<file path="config.mk">
export PLATFORM = sky130hd
export DESIGN_NAME = classifier_argmax_top2
export DESIGN_NICKNAME = d
export VERILOG_FILES = /design/src/rtl/hwr_cls_pkg.sv /design/src/rtl/classifier_argmax_top2_tracker.sv /design/src/rtl/classifier_argmax_top2.sv
export SDC_FILE = /design/constraint.sdc
export NUM_CORES = 1
export LEC_CHECK = 0
export CORE_MARGIN = 2
export CORE_UTILIZATION = 45
export DETAILED_ROUTE_END_ITERATION = 10
export PLACE_DENSITY = 0.67
export SLEW_MARGIN = 40
export SYNTH_ARGS = -nofsm -noshare
export SYNTH_HDL_FRONTEND = slang
export SYNTH_HIERARCHICAL = 1
export SYNTH_SLANG_ARGS = --single-unit
</file>
<file path="constraint.sdc">
create_clock -name clk -period 11.4 [get_ports clk]
set_input_delay 1.14 -clock clk [delete_from_list [all_inputs] [get_ports clk]]
set_output_delay 1.14 -clock clk [all_outputs]
set_load 0.02 [all_outputs]
</file>
<file path="src/rtl/hwr_cls_pkg.sv">
// hwr_cls_pkg: shared defaults, result record and score comparison for the argmax back-end
package hwr_cls_pkg;
   localparam int N_CLASSES_DEF = 10;
   localparam int DATA_W_DEF    = 12;
   localparam int IDX_W_DEF     = $clog2(N_CLASSES_DEF);
   // Scores are widened to this width before comparing so one function serves every DATA_W
   localparam int CMP_W         = 64;
   typedef struct packed {
      logic [IDX_W_DEF-1:0]  best_idx;
      logic [IDX_W_DEF-1:0]  second_idx;
      logic [DATA_W_DEF-1:0] best_val;
      logic [DATA_W_DEF-1:0] margin;
      logic                  low_conf;
      logic                  frame_err;
   } result_t;
   function automatic logic score_gt(input logic [CMP_W-1:0] a, input logic [CMP_W-1:0] b,
                                     input logic signed_mode);
      return signed_mode ? ($signed(a) > $signed(b)) : (a > b);
   endfunction
endpackage

</file>
<file path="src/rtl/classifier_argmax_top2_tracker.sv">
// top2_tracker: combinational next best/second update for one incoming score
// Ports: i_score/i_idx incoming score and its class; i_first marks element 0;
//        i_best*/i_second*/i_sec_empty current tracker state; o_* updated tracker state
module top2_tracker import hwr_cls_pkg::*; #(
   parameter int DATA_W = DATA_W_DEF,
   parameter int IDX_W  = IDX_W_DEF,
   parameter bit SIGNED = 1'b0
) (
   input  logic [DATA_W-1:0] i_score,
   input  logic [IDX_W-1:0]  i_idx,
   input  logic              i_first,
   input  logic [DATA_W-1:0] i_best,
   input  logic [IDX_W-1:0]  i_best_idx,
   input  logic [DATA_W-1:0] i_second,
   input  logic [IDX_W-1:0]  i_second_idx,
   input  logic              i_sec_empty,
   output logic [DATA_W-1:0] o_best,
   output logic [IDX_W-1:0]  o_best_idx,
   output logic [DATA_W-1:0] o_second,
   output logic [IDX_W-1:0]  o_second_idx,
   output logic              o_sec_empty
);
   logic [CMP_W-1:0] w_score_x, w_best_x, w_second_x;
   logic             w_gt_best, w_gt_second;
   assign w_score_x   = SIGNED ? CMP_W'($signed(i_score))  : CMP_W'(i_score);
   assign w_best_x    = SIGNED ? CMP_W'($signed(i_best))   : CMP_W'(i_best);
   assign w_second_x  = SIGNED ? CMP_W'($signed(i_second)) : CMP_W'(i_second);
   // Strict greater-than keeps the lower index on ties
   assign w_gt_best   = score_gt(w_score_x, w_best_x, SIGNED);
   assign w_gt_second = i_sec_empty || score_gt(w_score_x, w_second_x, SIGNED);
   always_comb begin
      o_best       = i_best;
      o_best_idx   = i_best_idx;
      o_second     = i_second;
      o_second_idx = i_second_idx;
      o_sec_empty  = i_sec_empty;
      if (i_first) begin
         o_best       = i_score;
         o_best_idx   = i_idx;
         o_second     = '0;
         o_second_idx = '0;
         o_sec_empty  = 1'b1;
      end else if (w_gt_best) begin
         o_best       = i_score;
         o_best_idx   = i_idx;
         o_second     = i_best;
         o_second_idx = i_best_idx;
         o_sec_empty  = 1'b0;
      end else if (w_gt_second) begin
         o_second     = i_score;
         o_second_idx = i_idx;
         o_sec_empty  = 1'b0;
      end
   end
endmodule

</file>
<file path="src/rtl/classifier_argmax_top2.sv">
// classifier_argmax_top2: streaming top-2 argmax with margin, confidence and frame-length check
// Ports: clk/rst_n clock and async active-low reset; in_valid/in_ready/in_data/in_last score
//        stream; conf_thresh margin threshold; out_valid/out_ready result handshake;
//        out_best_idx/out_second_idx/out_best_val/out_margin/out_low_conf/out_frame_err result
module classifier_argmax_top2 import hwr_cls_pkg::*; #(
   parameter int N_CLASSES = N_CLASSES_DEF,
   parameter int DATA_W    = DATA_W_DEF,
   parameter bit SIGNED    = 1'b0,
   parameter int IDX_W     = $clog2(N_CLASSES)
) (
   input  logic              clk,
   input  logic              rst_n,
   input  logic              in_valid,
   output logic              in_ready,
   input  logic [DATA_W-1:0] in_data,
   input  logic              in_last,
   input  logic [DATA_W-1:0] conf_thresh,
   output logic              out_valid,
   input  logic              out_ready,
   output logic [IDX_W-1:0]  out_best_idx,
   output logic [IDX_W-1:0]  out_second_idx,
   output logic [DATA_W-1:0] out_best_val,
   output logic [DATA_W-1:0] out_margin,
   output logic              out_low_conf,
   output logic              out_frame_err
);
   localparam logic [IDX_W-1:0] LAST_IDX = IDX_W'(N_CLASSES - 1);
   logic [IDX_W-1:0]  r_count, r_best_idx, r_second_idx;
   logic [DATA_W-1:0] r_best, r_second;
   logic              r_sec_empty;
   logic [IDX_W-1:0]  w_best_idx, w_second_idx;
   logic [DATA_W-1:0] w_best, w_second, w_margin;
   logic              w_sec_empty, w_accept, w_at_last, w_close;
   assign in_ready  = rst_n && (!out_valid || out_ready);
   assign w_accept  = in_valid && in_ready;
   assign w_at_last = r_count == LAST_IDX;
   assign w_close   = w_at_last || in_last;
   // best >= second, so the low DATA_W bits of the difference are the exact unsigned margin
   assign w_margin  = w_sec_empty ? '0 : w_best - w_second;
   top2_tracker #(.DATA_W(DATA_W), .IDX_W(IDX_W), .SIGNED(SIGNED)) u_tracker (
      .i_score      (in_data),
      .i_idx        (r_count),
      .i_first      (r_count == '0),
      .i_best       (r_best),
      .i_best_idx   (r_best_idx),
      .i_second     (r_second),
      .i_second_idx (r_second_idx),
      .i_sec_empty  (r_sec_empty),
      .o_best       (w_best),
      .o_best_idx   (w_best_idx),
      .o_second     (w_second),
      .o_second_idx (w_second_idx),
      .o_sec_empty  (w_sec_empty)
   );
   always_ff @(posedge clk or negedge rst_n) begin
      if (!rst_n) begin
         r_count        <= '0;
         r_best         <= '0;
         r_best_idx     <= '0;
         r_second       <= '0;
         r_second_idx   <= '0;
         r_sec_empty    <= 1'b0;
         out_valid      <= 1'b0;
         out_best_idx   <= '0;
         out_second_idx <= '0;
         out_best_val   <= '0;
         out_margin     <= '0;
         out_low_conf   <= 1'b0;
         out_frame_err  <= 1'b0;
      end else begin
         if (w_accept) begin
            r_count      <= w_close ? '0 : r_count + 1'b1;
            r_best       <= w_best;
            r_best_idx   <= w_best_idx;
            r_second     <= w_second;
            r_second_idx <= w_second_idx;
            r_sec_empty  <= w_sec_empty;
         end
         if (w_accept && w_close) begin
            out_valid      <= 1'b1;
            out_best_idx   <= w_best_idx;
            out_second_idx <= w_second_idx;
            out_best_val   <= w_best;
            out_margin     <= w_margin;
            out_low_conf   <= w_margin < conf_thresh;
            out_frame_err  <= in_last != w_at_last;
         end else if (out_ready) begin
            out_valid <= 1'b0;
         end
      end
   end
endmodule

</file>
# After elaboration in Yosys (flattened, before gate mapping)
# Index checks and enable logic that the tools add are counted.
[word_totals]
ff_bits = 72
in_bits = 29
output_inout_bits = 36
elab_cells = 46
[classes]
n_addsub = 2
n_lt_le_gt_ge = 3
eq_ne = 2
mux = 17
n_reduce_logical = 9
[ops]
columns = ["operator", "count"]
rows = [
  ["2-to-1 mux 12 bit", 6],
  ["> comparator 12 bit", 2],
  ["2-to-1 mux 4 bit", 6],
  ["less-than comparator 12 bit", 1],
  ["subtractor 12 bit", 1],
  ["2-to-1 mux 1 bit", 5],
  ["adder 4 x 1 -> 4 bit (second input constant)", 1],
  ["== test 4 bit (second input constant)", 1],
  ["logical NOT 4 bit", 1],
  ["logical AND 1 bit", 3],
  ["logical OR 1 bit", 3],
  ["nonzero test 2 bit", 1],
  ["logical NOT 1 bit", 1],
  ["!= test 1 bit", 1],
]

# Longest topological paths before layout
[logic_depth]
word_depth = 8
depth_mapped = 22
ltp_nobuf = 21

# Modules after synthesis
# The synthesis kept the hierarchy.
[modules_own_cells]
columns = ["module", "n_inst", "cells_each", "area_each_um2", "seq_area_each_um2"]
rows = [
  ["classifier_argmax_top2", 1, 379, 3727.3, 1801.7],
  ["top2_tracker", 1, 141, 1212.4, 0.0],
]

# Worst setup path after synthesis
# No wires, ideal clock.
[synth_path]
kind = "in2reg"
start = "in in_data[5]"
end = "reg out_low_conf"
setup_ns = 0.095
t_arrival_ns = 5.273
required_ns = 11.305
slack_ns = 6.031
path_stages = 19
path_buffers = 1
cell_sequence = "ha_1 -> a211o_1 -> a21oi_1 -> nor2_1 -> or2_1 -> a221o_1 -> buf_6 -> mux2_4 -> ha_1 -> and2_4 -> a221oi_4 -> a211oi_1 -> nor2_1 -> mux2i_1 -> ha_1 -> a21o_1 -> a21o_1 -> a221o_1 -> o31ai_1"
[synth_via]
elab_cells_between_ends = 14
cone_classes = "add/sub: 1; order compare: 3; mux: 9; reduce/logical: 1"
[synth_rtl]
columns = ["element", "line_no", "text"]
rows = [
  ["from (decl)", "classifier_argmax_top2.sv:15", "input logic [DATA_W-1:0] in_data,"],
  ["> comparator 12 bit", "hwr_cls_pkg.sv:18", "return signed_mode ? ($signed(a) > $signed(b)) : (a > b);"],
  ["2-to-1 mux 12 bit", "classifier_argmax_top2_tracker.sv:43", "end else if (w_gt_best) begin"],
  ["2-to-1 mux 12 bit", "classifier_argmax_top2_tracker.sv:37", "if (i_first) begin"],
  ["net w_best[4]", "classifier_argmax_top2.sv:32", "logic [DATA_W-1:0] w_best, w_second, w_margin;"],
  ["subtractor 12 bit", "classifier_argmax_top2.sv:39", "assign w_margin = w_sec_empty ? '0 : w_best - w_second;"],
  ["2-to-1 mux 12 bit", "classifier_argmax_top2.sv:39", ""],
  ["net w_margin[9]", "classifier_argmax_top2.sv:32", ""],
  ["less-than comparator 12 bit", "classifier_argmax_top2.sv:85", "out_low_conf <= w_margin < conf_thresh;"],
  ["to (signal assigned)", "classifier_argmax_top2.sv:85", ""],
  ["to (decl)", "classifier_argmax_top2.sv:24", "output logic out_low_conf,"],
]
# The timed path passes the listed nets, and every way through them passes these cells.
# A chain may end at the register's enable or synchronous reset.

# Worst setup path after layout
# Ends and elaborated chain as after synthesis.

==> summary.txt <==
DIE AREA: 0.0118 mm2
Worst-path clk slew: 0.08 ns
Hold Path Sink: out_margin[6]
I/O Buffers: 64
HP Start: out_margin[6]
drt drc: 0
multi-input logic area: 0.00284 mm2
DRT antenna net count: 0
Cells after Synth: 520
TritonCTS clock tree: done
Row Count: 38
postcts setup bufs: 0
Reg area: 0.00180 mm2
Worst Setup Start Kind: primary input
RSZ-0062 raised after global routing: false
Worst path top cell family by delay: compound AO/OA/AOI/OAI gates
P_sw: 576 uW
Synth Area per Inst: 9.50 um2
First-pass DRT Iterations: 4
hold violation count in the final report: 0
layout cells sized above 1: 13.0%
kind of critical path: in2reg
Largest stage delay, worst path: 0.49 ns
top sig layer: met4
Pwr Density: 233 mW/mm2
Final Critical Period: 6.06 ns
clk sinks: 72
met3 wire len: 430 um
Max Buffers Root-to-Sink: 2
Die W: 109 um
post_cts resized: 0
Routed WL: 11500 um
synthesis-to-layout area growth: 19.8%
worst reg2reg setup slack: 6.22 ns
crit-path most repeated cell: ha_1
Crit. End Element: flip-flop
top_reg_cell synth: dfrtp_1
vias in the first global route: 4076
ys async rst share: 100%
Critical R2R Capture: out_low_conf
antenna cell count: 0
area of the core: 0.0108 mm2
status: finished, final reports clean
M1 WL: 5360 um
Post-Place Cells: 710
Final Cell Area: 0.00592 mm2
largest net degree at the start of global routing: 76
Switching Share: 41.7%
VDD IR max: 0.0968 mV
setup TNS: 0 ns
syn nets: 600
H-tree Lvls: 3
Lkg Pwr: 0.00284 uW
commonest non-fill, non-tap cell in the layout: nand2_1
hold_ws: 0.482 ns
TritonCTS Buffers: 9
Final Slew Violations: 0
combinational share of power: 55.4%
FMAX: 165 MHz
Clock power frac: 16.4%
clk root buf: clkbuf_8
post-route setup slack: 5.34 ns
R2R depth: 20
antenna violations before repair: 0
post-synthesis sequential area ratio: 36.5%
maxcap violations: 0
Clock Skew: 0.0128 ns
Slew @ Worst Pin: 0.810 ns
Area after DPL: 0.00570 mm2
Die Y: 109 um
CP arrival: 6.32 ns
internal power: 806 uW
Reg2Reg Launch Point: r_best[5]
CP Max Fanout: 29
I/O pins: 65
Cell variety after synth: 58
final setup fails: 0
WL/cell: 15.9 um
GRT Total Usage: 20.9%
Filler Cell Count: 994
Req. time, crit path: 11.66 ns
Synth warnings: 6
critical path, cell by cell: clkdlybuf4s50_1 -> ha_1 -> a211o_1 -> a21oi_1 -> nor2_1 -> or2_1 -> a221o_1 -> buf_4 -> mux2_4 -> ha_1 -> and2_4 -> a221oi_4 -> a211oi_1 -> nor2_1 -> mux2i_1 -> ha_1 -> a21o_1 -> a21o_1 -> a221o_1 -> o31ai_1
hpwl dp: 8240 um
nets: 661
Layout Cells excl Fill: 725
Tcrit/Tclk final: 53.1%
Post-CTS Hold Buffers: 0
Worst-Skew Late Latency: 0.36 ns
routability congestion estimate: 0.888
vias per std cell: 5.49
drt first-iter violations: 145
first-pass GRT wire length: 19400 um
synthesized area: 0.00494 mm2
FF+latch count, synth: 72
pre-CTS setup slack: 5.05 ns
most frequent cells in the layout: 98 x nand2_1, 72 x dfrtp_1, 63 x clkdlybuf4s50_1
Congestion Overflow GR: 0
met2 routed WL: 5560 um
CP bufs+invs: 2
initial core utilization: 45.8%
Post-synth EDFFs: 0
relative slew slack: 45.9%
sequential fraction of design power: 28.2%
hold path depth: 2
Vias: 3981
Hold Crit Class: reg2reg
Critical Path Slowest Stage Cell: clkdlybuf4s50_1
logic make-up after synthesis:
family | Yosys count | share of synthesized area (%)
xor+xnor | 3 | 0.532
buf+inv | 72 | 6.31
simple gates | 162 | 15.0
compound gates | 103 | 15.0
flops | 72 | 36.5
mux | 57 | 13.5
fa+ha+maj | 51 | 13.1
cells in the mapped netlist (all sizes together), types with 5 or more instances:
cell type,count,area [um2]
a21o,5,38.8
a21oi,17,88.8
buf,10,78.8
clkbuf,10,37.5
dfrtp,72,1800
ha,50,626
inv,52,195
mux2,39,488
mux2i,18,180
nand2,98,368
nand3,5,25.0
nand4,8,50.1
nor2,12,45.0
nor2b,6,45.0
nor3,13,65.1
o21a,6,45.0
o21ai,29,145
o2bb2ai,16,140
o31ai,6,50.1
o41ai,5,58.8
worst register-to-register path, cell delays in order (launching register included):
cell	delay (ns)
dfrtp_1	0.40
inv_1	0.06
ha_1	0.29
a211o_1	0.27
a21oi_1	0.15
nor2_1	0.07
or2_1	0.24
a221o_1	0.40
buf_4	0.29
mux2_4	0.36
ha_1	0.35
and2_4	0.20
a221oi_4	0.32
a211oi_1	0.16
nor2_1	0.15
mux2i_1	0.21
ha_1	0.27
a21o_1	0.18
a21o_1	0.17
a221o_1	0.34
o31ai_1	0.20
layout make-up:
class / instances / area share [%]
sequential: 72 / 30.4
clock inverter: 6 / 1.56
inverter: 52 / 3.30
timing repair buffer: 70 / 11.6
multi-input combinational: 376 / 48.0
tap: 140 / 2.96
clock buffer: 9 / 2.09
metal layers:
layer	vias to the layer above	global-route usage (%)
li1	1941	-
met1	1955	27.0
met2	72	35.1
met3	13	4.84
met4	0	5.95
met5	-	0
metrics by stage:
| step | util [%] | total power (uW) |
|---|---|---|
| global placement | 52.7 | 1140 |
| global route | 54.8 | 1490 |
| floorplan | - | 921 |
| CTS | 54.8 | 1390 |
| finish | 54.8 | 1380 |
| detailed placement | 52.8 | 1160 |
power groups by stage:
stage	Combinational [uW]	Sequential (uW)	Clock (uW)
after global routing	845	401	242
after detailed placement	761	395	0
after floorplan	483	438	0
final	765	390	226
after CTS	768	391	233
after global placement	746	393	0
sequential cells by signal (all words and copies together), names as in the netlist:
register	count
out_frame_err	1
r_best_idx	4
r_second	12
out_best_idx	4
out_second_idx	4
r_second_idx	4
r_sec_empty	1
r_count	4
r_best	12
out_valid	1
out_low_conf	1
out_margin	12
out_best_val	12
how the worst max path moves through the flow:
stage | depth (start not counted) | startpoint | to
2_1_floorplan | 19 | in_data[5] | out_low_conf
3_3_place_gp | 19 | in_data[7] | out_low_conf
3_5_place_dp | 20 | in_data[5] | out_low_conf
4_1_cts | 20 | in_data[5] | out_low_conf
5_1_grt | 20 | in_data[5] | out_low_conf
6_report | 20 | in_data[5] | out_low_conf
Note: power is estimated with default switching activity, not from simulation.
